===== config.mk =====
export PLATFORM = sky130hd
export DESIGN_NAME = iterative_shifter_flat
export DESIGN_NICKNAME = d
export VERILOG_FILES = /design/src/rtl/iterative_shifter_pkg.sv /design/src/rtl/iterative_shifter_if.sv /design/src/rtl/iterative_shifter_shift_step_by_one.sv /design/src/rtl/iterative_shifter.sv /design/src/flat_wrapper.sv
export SDC_FILE = /design/constraint.sdc
export NUM_CORES = 1
export LEC_CHECK = 0
export BUFFER_PORTS_ARGS = -buffer_cell sky130_fd_sc_hd__buf_2
export CAP_MARGIN = 5
export CORE_MARGIN = 1
export CORE_UTILIZATION = 35
export DETAILED_ROUTE_END_ITERATION = 8
export SYNTH_ARGS = -nofsm -noshare
export SYNTH_HDL_FRONTEND = slang
export SYNTH_SLANG_ARGS = --single-unit

===== constraint.sdc =====
create_clock -name clk -period 2.1 [get_ports clk]
set_clock_uncertainty 0.2 [all_clocks]
set_input_delay 0.105 -clock clk [delete_from_list [all_inputs] [get_ports clk]]
set_output_delay 0.105 -clock clk [all_outputs]
set_load 0.03 [all_outputs]

===== src/rtl/iterative_shifter_pkg.sv =====
// Shared types and constants for the iterative shifter.
// Optional arithmetic right shift is enabled by defining ITER_SHIFTER_ARITH_EN.
package iter_shift_pkg;

  typedef enum logic [1:0] {
    IDLE  = 2'd0,
    SHIFT = 2'd1,
    DONE  = 2'd2
  } state_e;

  localparam logic DIR_LEFT  = 1'b0;
  localparam logic DIR_RIGHT = 1'b1;

endpackage


===== src/rtl/iterative_shifter_if.sv =====
// Request/result handshake bundle for the iterative shifter.
// The in_arith signal exists only when ITER_SHIFTER_ARITH_EN is defined.
interface iterative_shifter_if #(
  parameter int N  = 8,
  parameter int SW = $clog2(N)
);
  logic          in_valid;
  logic          in_ready;
  logic [N-1:0]  in_data;
  logic [SW-1:0] in_amount;
  logic          in_dir;
`ifdef ITER_SHIFTER_ARITH_EN
  logic          in_arith;
`endif
  logic          out_valid;
  logic          out_ready;
  logic [N-1:0]  out_data;

  // Requester side: issues requests and consumes results.
  modport master (
    output in_valid, in_data, in_amount, in_dir,
`ifdef ITER_SHIFTER_ARITH_EN
    output in_arith,
`endif
    output out_ready,
    input  in_ready, out_valid, out_data
  );

  // Shifter side.
  modport slave (
    input  in_valid, in_data, in_amount, in_dir,
`ifdef ITER_SHIFTER_ARITH_EN
    input  in_arith,
`endif
    input  out_ready,
    output in_ready, out_valid, out_data
  );
endinterface


===== src/rtl/iterative_shifter_shift_step_by_one.sv =====
// Combinational one-position shifter; the caller chooses the fill bit.
module shift_step_by_one
  import iter_shift_pkg::*;
#(
  parameter int N = 8
) (
  input  logic [N-1:0] word_i,
  input  logic         dir_i,
  input  logic         fill_i,
  output logic [N-1:0] word_o
);

  // Move every bit one place and insert the fill bit at the vacated end.
  always_comb begin
    word_o = {word_i[N-2:0], fill_i};
    if (dir_i == DIR_RIGHT) begin
      word_o = {fill_i, word_i[N-1:1]};
    end
  end

endmodule


===== src/rtl/iterative_shifter.sv =====
// Multi-cycle logical shifter: one bit position per clock, valid/ready on
// both sides. Define ITER_SHIFTER_ARITH_EN to add arithmetic right shifts.
module iterative_shifter
  import iter_shift_pkg::*;
#(
  parameter int N  = 8,
  parameter int SW = $clog2(N)
) (
  input  logic              clk,
  input  logic              rst,
  iterative_shifter_if.slave bus
);

  state_e        state_q, state_d;
  logic [N-1:0]  work_q, work_d;
  logic [SW-1:0] cnt_q, cnt_d;
  logic          dir_q, dir_d;
  logic [N-1:0]  step_w;
  logic          fill_w;
`ifdef ITER_SHIFTER_ARITH_EN
  logic          arith_q, arith_d;

  // Sign extension only applies to right shifts flagged arithmetic.
  assign fill_w = (dir_q == DIR_RIGHT) && arith_q ? work_q[N-1] : 1'b0;
`else
  assign fill_w = 1'b0;
`endif

  shift_step_by_one #(.N(N)) u_step (
    .word_i (work_q),
    .dir_i  (dir_q),
    .fill_i (fill_w),
    .word_o (step_w)
  );

  // Outputs are decoded from registered state only, so there is no
  // combinational path from in_valid or out_ready.
  assign bus.in_ready  = (state_q == IDLE);
  assign bus.out_valid = (state_q == DONE);
  assign bus.out_data  = work_q;

  // State and datapath registers; reset aborts any operation in flight.
  always_ff @(posedge clk or posedge rst) begin
    if (rst) begin
      state_q <= IDLE;
      work_q  <= '0;
      cnt_q   <= '0;
      dir_q   <= DIR_LEFT;
`ifdef ITER_SHIFTER_ARITH_EN
      arith_q <= 1'b0;
`endif
    end else begin
      state_q <= state_d;
      work_q  <= work_d;
      cnt_q   <= cnt_d;
      dir_q   <= dir_d;
`ifdef ITER_SHIFTER_ARITH_EN
      arith_q <= arith_d;
`endif
    end
  end

  // Next-state logic: capture in IDLE, step in SHIFT, hold in DONE.
  always_comb begin
    state_d = state_q;
    work_d  = work_q;
    cnt_d   = cnt_q;
    dir_d   = dir_q;
`ifdef ITER_SHIFTER_ARITH_EN
    arith_d = arith_q;
`endif
    case (state_q)
      IDLE: begin
        if (bus.in_valid) begin
          work_d = bus.in_data;
          cnt_d  = bus.in_amount;
          dir_d  = bus.in_dir;
`ifdef ITER_SHIFTER_ARITH_EN
          arith_d = bus.in_arith;
`endif
          state_d = (bus.in_amount == '0) ? DONE : SHIFT;
        end
      end
      SHIFT: begin
        work_d = step_w;
        cnt_d  = cnt_q - SW'(1);
        if (cnt_q == SW'(1)) begin
          state_d = DONE;
        end
      end
      DONE: begin
        if (bus.out_ready) begin
          state_d = IDLE;
        end
      end
      default: begin
        state_d = IDLE;
      end
    endcase
  end

endmodule


===== src/flat_wrapper.sv =====
// flat-port wrapper written by rule: the top's interface ports become plain ports
module iterative_shifter_flat import iter_shift_pkg::*;
#(
  parameter int N  = 8,
  parameter int SW = $clog2(N)
)
  (clk, rst, bus_in_valid, bus_in_data, bus_in_amount, bus_in_dir, bus_out_ready, bus_in_ready, bus_out_valid, bus_out_data);
  iterative_shifter_if #(.N(N), .SW(SW)) bus_i ();
  input  logic clk;
  input  logic rst;
  input wire logic [$bits(bus_i.in_valid)-1:0] bus_in_valid;
  input wire logic [$bits(bus_i.in_data)-1:0] bus_in_data;
  input wire logic [$bits(bus_i.in_amount)-1:0] bus_in_amount;
  input wire logic [$bits(bus_i.in_dir)-1:0] bus_in_dir;
  input wire logic [$bits(bus_i.out_ready)-1:0] bus_out_ready;
  output wire logic [$bits(bus_i.in_ready)-1:0] bus_in_ready;
  output wire logic [$bits(bus_i.out_valid)-1:0] bus_out_valid;
  output wire logic [$bits(bus_i.out_data)-1:0] bus_out_data;
  assign bus_i.in_valid = bus_in_valid;
  assign bus_i.in_data = bus_in_data;
  assign bus_i.in_amount = bus_in_amount;
  assign bus_i.in_dir = bus_in_dir;
  assign bus_i.out_ready = bus_out_ready;
  assign bus_in_ready = bus_i.in_ready;
  assign bus_out_valid = bus_i.out_valid;
  assign bus_out_data = bus_i.out_data;
  iterative_shifter #(.N(N), .SW(SW)) u_core (.clk(clk), .rst(rst), .bus(bus_i));
endmodule

* Word level (Yosys, flattened, before mapping)
Index checks and enable logic that the tools add are counted.
Word-level totals: input port bits 16, register bits after elaboration 14, word-level logic and storage cells 27
Cells by class: equal/unequal tests 6, $add $sub $neg 1, reduce and logical (&&, ||, !) cells 6, muxes and demuxes 10
Operator list (count):
- 8-bit 2-to-1 mux | 2
- 8-bit one-hot mux with 2 select lines | 1
- 2-bit 2-to-1 mux | 4
- 2-bit one-hot mux with 3 select lines | 1
- 3-bit one-hot mux with 2 select lines | 1
- 2-bit inequality test (second input constant) | 2
- 2-bit AND reduction | 2
- 3-bit by 1-bit equality test with 1-bit output (second input constant) | 1
- 3-bit logical NOT | 1
- 3-bit 2-to-1 mux | 1
- 3-bit AND reduction | 1
- 3-bit by 1-bit subtractor with 3-bit output (second input constant) | 1
- 2-bit by 1-bit equality test with 1-bit output (second input constant) | 1
- 2-bit equality test (second input constant) | 1
- 2-bit logical NOT | 1
- 2-bit by 1-bit inequality test with 1-bit output (second input constant) | 1
- 2-bit nonzero test | 1

* Logic depth before layout (Yosys ltp)
Gate-level depths: netlist of run 1.
depth in word-level cells 4, gate-level depth with buffers 5, gate-level depth less buffers 5

* Hierarchy
A second synthesis of run 1 with hierarchy kept.
Second synthesis, totals: cells, all modules 89, area total of the unflattened synthesis 882.1 um2
Modules (own cells, without submodules):
- iterative_shifter | seq. area each 350.3 um2, cells an instance 80, area each 750.7 um2, instances 1
- shift_step_by_one | seq. area each 0.0 um2, cells an instance 9, area each 131.4 um2, instances 1

* Least setup slack after synthesis of run 1
OpenSTA, ideal clock, no wires.
kind flip-flop to flip-flop, start point register u_core.state_q[0], end point register u_core.dir_q, required time 1.775 ns, period minus slack after synthesis 1.566 ns, library setup time 0.125 ns, path slack 0.534 ns, data arrival time 1.241 ns, cell stages (with the launch flop) 5, cell sequence dfrtp_1 -> buf_6 -> nor2_2 -> nand2_1 -> mux2_4
On the way: word-level cells in the longest chain between the ends 2
RTL lines:
- start: declaration | RTL line iterative_shifter.sv:14 | state_e state_q, state_d;
- start signal: assignment | RTL line iterative_shifter.sv:53 | state_q <= state_d;
- 2-bit logical NOT
- net bus_in_ready | RTL line flat_wrapper.sv:16 | output wire logic [$bits(bus_i.in_ready)-1:0] bus_in_ready;
- 2-bit AND reduction (no line)
- end signal: assignment | RTL line iterative_shifter.sv:56 | dir_q <= dir_d;
- end: declaration | RTL line iterative_shifter.sv:17 | logic dir_q, dir_d;
The timed path passes the listed nets, and every way through them passes these cells. A chain may end at the register's enable or synchronous reset.

* Worst setup path in the final report of run 1
start point register u_core.state_q[0], end point register u_core.dir_q
On the way: word-level cells in the longest chain between the ends 2
RTL lines:
- 2-bit logical NOT | RTL line iterative_shifter.sv:72 | case (state_q)
- 2-bit AND reduction (no line)
Every way passes these cells.

==> out/results.tsv, run 1 <==
stage	metric	value	unit
sta	Max-slew headroom	62.7	%
clocking	clock latency on the worst-skew pair	0.29	ns
yosys	mux contribution to synthesized area	1.73	%
detailed_routing	DR WL met3	108	µm
min_path	Hold Crit Depth	4	
detailed_routing	WL met1	960	µm
critical_path	CP Launch Point	u_core.state_q[0]	
global_routing	gr ovfl total	0	
yosys	ys async rst share	100	%
final_layout	share of post-route cells with drive strength above 1	35.2	%
critical_path	largest fanout on the critical path	14	
critical_path	worst r2r path cells	4	
detailed_routing	met2 WL	877	µm
floorplanning	Die X-Extent	51.8	µm
clocking	H-tree depth	1	
critical_path	startpoint types	register	
clocking	Sink Count	14	
clocking	clk slew on worst S/H paths	0.08	ns
clocking	CTS buffer count	3	
power_and_ir_drop	Pint	0.951	mW
critical_path	crit-path cells	nor2_2, nand2_1, mux2_4, dlygate4sd3_1	
clocking	setup repair bufs after CTS	0	
power_and_ir_drop	leakage power	0.511	nW
floorplanning	I/O pin total	26	
final_layout	Layout area overhead	32.4	%
detailed_routing	WL/cell	13.0	µm
flow_run	Max-cap violations	0	
yosys	area leader, netlist	dfrtp_1	
min_path	min-delay worst type	input port to register	
yosys	Syn Area/Cell	9.98	µm²
yosys	ys flop type	dfrtp_1	
yosys	Synth Area in XOR/XNOR	0	%
clocking	CTS tree	done	
critical_path	CP Class	register to register	
yosys	synthesized area	868	µm²
placement	pre-CTS setup slack	0.408	ns
final_layout	# diodes	0	
detailed_routing	DR top layer	met4	
global_routing	largest net degree at the start of global routing	16	
floorplanning	CORE AREA	0.00228	mm²
power_and_ir_drop	sw frac	47.9	%
placement	Post-DP HPWL	1360	µm
critical_path	delay of the slowest critical-path stage	0.56	ns
global_routing	vias in the first global route	737	
sta	final slew viol count	0	
yosys	Area contributors post-synth	dfrtp_1 (40%), a211oi_2 (10%), buf_6 (5.2%)	
critical_path	end of the worst register-to-register path	u_core.dir_q	
detailed_routing	Via Count	761	
yosys	Commonest cells post-synth	dfrtp_1 (14), nand2_1 (9), a211oi_2 (7), nor2b_1 (7), o21ai_1 (7)	
clocking	deepest clock path buffer count	2	
critical_path	Critical R2R Launch	u_core.state_q[0]	
run_status	status	finished clean	
power_and_ir_drop	Worst VDD drop	0.000806	V
power_and_ir_drop	PD cells	1590	mW/mm²
critical_path	Worst Path Arrival	1.94	ns
power_and_ir_drop	Psw	0.873	mW
sta	Tcrit/Tclk final	93.5	%
yosys	Post-Synth Simple-Gate Area	17.6	%
sta	Peak Freq	0.509	GHz
critical_path	CP Capture Type	register	
placement	placed cells	136	
detailed_routing	vias per inst	4.97	
detailed_routing	post-route ant nets	0	
power_and_ir_drop	sequential power share	33.2	%
yosys	#FFs+latches synth	14	
global_routing	first-pass GRT wire length	3410	µm
yosys	post-synthesis sequential area ratio	40.3	%
min_path	Hold Path End	u_core.cnt_q[1]	
yosys	Syn Inst Count	87	
clocking	root buf cell	clkbuf_4	
final_layout	Layout fillers	219	
floorplanning	Site Rows	17	
floorplanning	Initial Util	38.2	%
sta	Setup TNS	0	ns
yosys	Synth Area in Compound Gates	28.8	%
sta	RSZ-0062 raised after global routing	false	
min_path	Hold Crit Start	bus_in_amount[1]	
sta	post-layout min period	1.96	ns
sta	post-route setup slack	0.136	ns
global_routing	initial antenna violation count	0	
placement	IO Port Bufs	25	
yosys	Post-synth EDFFs	0	
critical_path	Required @ worst endpoint	2.07	ns
sta	Worst Max-Slew Pin Slew	0.559	ns
detailed_routing	drt first pass iters	4	
detailed_routing	DRC violations left	0	
final_layout	Final Instance Count excl. Fillers	153	
final_layout	final layout net count	144	
power_and_ir_drop	power share of the clock group	11.1	%
detailed_routing	Post-Route WL	1980	µm
placement	Final Wtd Congestion	0.768	
yosys	most frequent cell after synthesis	dfrtp_1	
floorplanning	Die Area	0.00268	mm²
yosys	Synth top area share	40.3	%
yosys	largest family of logic cells by synthesized area	compound AO/OA/AOI/OAI gates	
yosys	synth warn	0	
floorplanning	die height	51.8	µm
yosys	Yosys cell types	28	
yosys	Post-Synth Adder-Cell Area	2.88	%
yosys	syn nets	105	
critical_path	Crit-path slowest cell	dlygate4sd3_1	
global_routing	Tot GR Track Use	18.1	%
sta	Final setup viols	0	
detailed_routing	1st-iter DRT viols	3	
sta	final hold vios	0	
critical_path	reg-to-reg slack, setup	0.14	ns
power_and_ir_drop	Comb power frac	55.8	%
-- through the flow --
| stage | hold slack, ns | instance area (µm²) | utilization [%] | power, mW |
|---|---|---|---|---|
| after floorplan | -0.206 | 868 | - | 1.42 |
| after global placement | -0.00887 | 983 | 43.2 | 1.58 |
| after detailed placement | -0.00160 | 983 | 43.2 | 1.60 |
| after CTS | 0.0390 | 1150 | 50.5 | 1.84 |
| after global routing | 0.0738 | 1150 | 50.5 | 1.98 |
| final | 0.0523 | 1150 | 50.5 | 1.82 |
-- routing by layer --
metal  global-route usage, %  up-vias
li1                        -      385
met1                    22.8      347
met4                    9.01        0
met3                    6.43        5
met2                    27.1       24
met5                       0        -
-- sequential cells by signal, indices dropped and copies added (netlist names) --
name / count
u_core.bus.out_data: 8
u_core.cnt_q: 3
u_core.dir_q: 1
u_core.state_q: 2
-- worst max-delay path by stage --
stage,end,cells after the start
after global routing,u_core.dir_q,4
final,u_core.dir_q,4
after detailed placement,u_core.bus.out_data[5],3
after floorplan,u_core.dir_q,4
after CTS,u_core.dir_q,4
after global placement,u_core.cnt_q[0],3
-- power groups by stage --
stage / registers (mW) / clock network, mW / logic (mW)
6_report: 0.605 / 0.202 / 1.02
5_1_grt: 0.637 / 0.221 / 1.13
4_1_cts: 0.606 / 0.208 / 1.03
3_5_place_dp: 0.610 / 0 / 0.992
3_3_place_gp: 0.606 / 0 / 0.972
2_1_floorplan: 0.678 / 0 / 0.744
-- worst max-delay path: cells and delay by family, from the launching register on --
kind	cells	cell delay (ns)
simple gates	2	0.26
flops	1	0.54
mux	1	0.29
buf+inv	1	0.56
-- kinds of logic (layout without fill, tap and decap cells) --
| logic type | Yosys count | after routing |
|---|---|---|
| and+or+nand+nor | 26 | 26 |
| buffers and inverters | 11 | 49 |
| DFF | 14 | 14 |
| adders and majority gates | 2 | 2 |
| AOI/OAI and AO/OA | 33 | 33 |
| muxes | 1 | 1 |
-- final cells by class --
| type | instances | area, µm² | share of cell area (%) |
|---|---|---|---|
| multi-input combinational | 62 | 443 | 38.5 |
| sequential | 14 | 350 | 30.5 |
| timing repair buffer | 39 | 263 | 22.9 |
| clock buffer | 4 | 36.3 | 3.16 |
| tap | 28 | 35.0 | 3.05 |
| inverter | 6 | 22.5 | 1.96 |
-- timing repair --
item / in CTS / in global routing
gates resized for setup: 0 / 0
hold buffers: 13 / 0
endpoints found under the hold margin: 25 / 0
-- placed cells by master, fill, tap and decap left out, types with 3 or more instances in the layout --
| cell type | n |
|---|---|
| dlygate4sd3_1 | 13 |
| clkbuf_4 | 3 |
| o21ai_0 | 6 |
| a211oi_2 | 7 |
| dfrtp_1 | 14 |
| nor2b_1 | 7 |
| buf_2 | 25 |
| o21ai_1 | 7 |
| inv_1 | 6 |
| nand2_1 | 9 |
| a21oi_1 | 4 |
(Power assumes the default switching activity.)
==> run 2: changes to the inputs <==
--- a/config.mk
+++ b/config.mk
@@ -5,11 +5,14 @@
 export SDC_FILE = /design/constraint.sdc
 export NUM_CORES = 1
 export LEC_CHECK = 0
+export ABC_AREA = 1
 export BUFFER_PORTS_ARGS = -buffer_cell sky130_fd_sc_hd__buf_2
 export CAP_MARGIN = 5
 export CORE_MARGIN = 1
 export CORE_UTILIZATION = 35
+export CTS_CLUSTER_DIAMETER = 50
 export DETAILED_ROUTE_END_ITERATION = 8
+export GPL_ROUTABILITY_DRIVEN = 0
 export SYNTH_ARGS = -nofsm -noshare
 export SYNTH_HDL_FRONTEND = slang
 export SYNTH_SLANG_ARGS = --single-unit
==> run 2 against run 1 <==
  * Synthesized area is 3.2% higher
  * Combinational power rose by 5%
  * Largest power group unchanged
  * Die area is 3.0% higher
  * Highest routed layer unchanged
==> out/results.tsv, run 2 <==
stage	metric	value	unit
critical_path	Required @ worst endpoint	2.07	ns
clocking	CTS buffer count	3	
detailed_routing	DRC violations left	0	
detailed_routing	Post-Route WL	2160	µm
power_and_ir_drop	Worst VDD drop	0.000710	V
critical_path	worst r2r path cells	5	
critical_path	CP Capture Type	register	
final_layout	share of post-route cells with drive strength above 1	23.0	%
global_routing	largest net degree at the start of global routing	15	
yosys	Post-Synth Simple-Gate Area	37.7	%
clocking	CTS tree	done	
yosys	synth warn	0	
clocking	clock latency on the worst-skew pair	0.28	ns
yosys	largest family of logic cells by synthesized area	simple AND/OR/NAND/NOR gates	
sta	final slew viol count	0	
final_layout	cell area after layout	0.00122	mm²
yosys	mux contribution to synthesized area	0	%
final_layout	Layout area overhead	36.7	%
detailed_routing	WL met1	1110	µm
clocking	clk slew on worst S/H paths	0.09	ns
global_routing	vias in the first global route	829	
detailed_routing	vias per inst	4.53	
clocking	H-tree depth	1	
global_routing	initial antenna violation count	0	
yosys	ys flop type	dfrtp_1	
global_routing	gr ovfl total	0	
floorplanning	Site Rows	17	
sta	final hold vios	0	
yosys	#FFs+latches synth	14	
yosys	Synth Area in Compound Gates	8.94	%
critical_path	Critical Path Sink	u_core.dir_q	
critical_path	startpoint types	register	
final_layout	final layout net count	193	
critical_path	end of the worst register-to-register path	u_core.dir_q	
final_layout	max FFs per register	8	
critical_path	Worst Path Arrival	1.87	ns
yosys	Yosys cell types	17	
yosys	Post-Synth Adder-Cell Area	2.79	%
detailed_routing	met2 WL	978	µm
flow_run	Max-cap violations	0	
final_layout	most frequent cells in the layout	nand2_1 (62), buf_2 (25), inv_1 (17)	
clocking	Sink Count	14	
yosys	synthesized area	896	µm²
final_layout	Register Area	350	µm²
yosys	most frequent cell after synthesis	nand2_1	
yosys	Syn Inst Count	132	
floorplanning	die height	52.6	µm
floorplanning	Initial Util	38.6	%
yosys	syn nets	150	
placement	Area after DPL	0.00103	mm²
floorplanning	CORE AREA	0.00232	mm²
yosys	Post-synth EDFFs	0	
global_routing	first-pass GRT wire length	3630	µm
global_routing	Tot GR Track Use	17.9	%
final_layout	commonest non-fill, non-tap cell in the layout	nand2_1	
detailed_routing	post-route ant nets	0	
sta	Peak Freq	0.524	GHz
yosys	post-synthesis sequential area ratio	39.1	%
power_and_ir_drop	PD cells	1470	mW/mm²
placement	IO Port Bufs	25	
run_status	status	finished clean	
power_and_ir_drop	Power, Total	1.80	mW
power_and_ir_drop	leakage power	0.706	nW
final_layout	# diodes	0	
detailed_routing	drt first pass iters	4	
sta	RSZ-0062 raised after global routing	false	
yosys	area leader, netlist	dfrtp_1	
sta	Setup TNS	0	ns
floorplanning	Die Area	0.00277	mm²
final_layout	Layout fillers	228	
critical_path	CP Launch Point	u_core.state_q[0]	
min_path	min-delay worst type	input port to register	
detailed_routing	WL/cell	10.7	µm
floorplanning	I/O pin total	26	
critical_path	CP Class	register to register	
critical_path	largest fanout on the critical path	5	
sta	Max-slew headroom	61.1	%
clocking	root buf cell	clkbuf_4	
sta	Worst Max-Slew Pin Slew	0.583	ns
detailed_routing	DR WL met3	52	µm
sta	post-layout min period	1.91	ns
floorplanning	Die X-Extent	52.6	µm
sta	Tcrit/Tclk final	90.8	%
critical_path	Critical R2R Launch	u_core.state_q[0]	
detailed_routing	1st-iter DRT viols	24	
placement	Post-DP HPWL	1520	µm
clocking	deepest clock path buffer count	2	
sta	Fin Hold WS	0.0153	ns
yosys	Syn Area/Cell	6.79	µm²
sta	Final setup viols	0	
critical_path	reg-to-reg slack, setup	0.19	ns
final_layout	area occupied by multi-input gates	443	µm²
yosys	Commonest cells post-synth	nand2_1 (62), inv_1 (17), dfrtp_1 (14), nand3_1 (12), o21ai_0 (5)	
yosys	ys async rst share	100	%
detailed_routing	Via Count	916	
min_path	Hold Crit Depth	4	
yosys	Synth top area share	39.1	%
yosys	Area contributors post-synth	dfrtp_1 (39%), nand2_1 (26%), inv_1 (7.1%)	
yosys	Synth Area in XOR/XNOR	0	%
detailed_routing	DR top layer	met4	
## run 2: changes by cell type after synthesis, moves of 3 or more
cell	delta
nand3_1	+11
nand2_1	+53
inv_1	+11
a211oi_2	-7
o21ai_2	+3
o21ai_1	-7
nor2_1	+3
a21oi_1	-3
nor2b_1	-7
inv_2	+3
## run 2: repair_timing
| item | in CTS | in global routing |
|---|---|---|
| endpoints found under the hold margin | 28 | 0 |
| hold buffers | 16 | 0 |
| gates resized for setup | 0 | 0 |
| setup endpoints to repair | 0 | 0 |
| setup buffers | 0 | 0 |
## run 2: worst min-delay path by stage
stage	from	end	slack, ns
floorplan	rst	u_core.bus.out_data[0]	-0.21
global placement	rst	u_core.state_q[1]	-0.02
detailed placement	rst	u_core.dir_q	-0.006
CTS	bus_in_valid	u_core.bus.out_data[5]	0.008
global route	bus_in_valid	u_core.bus.out_data[7]	0.04
finish	bus_in_valid	u_core.bus.out_data[5]	0.02
## run 2: per-stage QoR
step,worst slack (ns),utilization [%],std cells
after floorplan,0.490,-,132
after detailed placement,0.651,44.4,182
final,0.193,52.8,202
after CTS,0.194,52.8,202
after global routing,0.0520,52.8,202
after global placement,0.704,44.4,182
## run 2: power breakdown
part	leakage, nW	switching [mW]	internal (mW)
Clock	0.0210	0.0930	0.105
Sequential	0.171	0.135	0.404
Combinational	0.513	0.705	0.360
Total	0.706	0.933	0.869
## run 2: cells by family (layout without fill, tap and decap cells)
family                   count (synthesis)  count (layout)
flip-flops                              14              14
adder cells (fa/ha/maj)                  2               2
buffers and inverters                   23              65
AO/OA/AOI/OAI                           11              11
AND/OR/NAND/NOR                         82              82
## run 2: layer usage
layer / vias to the layer above / track usage [%]
li1: 483 / -
met1: 416 / 24.7
met2: 15 / 28.3
met3: 2 / 2.90
met4: 0 / 5.26
met5: - / 0
## run 2: final cells by class
cell class | instances | area share, %
clock buffers | 4 | 2.96
inverters | 20 | 6.13
multi-input cells | 95 | 36.2
flip-flops and latches | 14 | 28.6
well taps | 28 | 2.86
repair buffers | 41 | 23.3
## run 2: critical path: stages, from the launching register on
cell and delay [ns]:
dfrtp_1 0.47, nor2_1 0.27, nand2_1 0.14, nor2_1 0.11
a21oi_1 0.05, dlygate4sd3_1 0.56
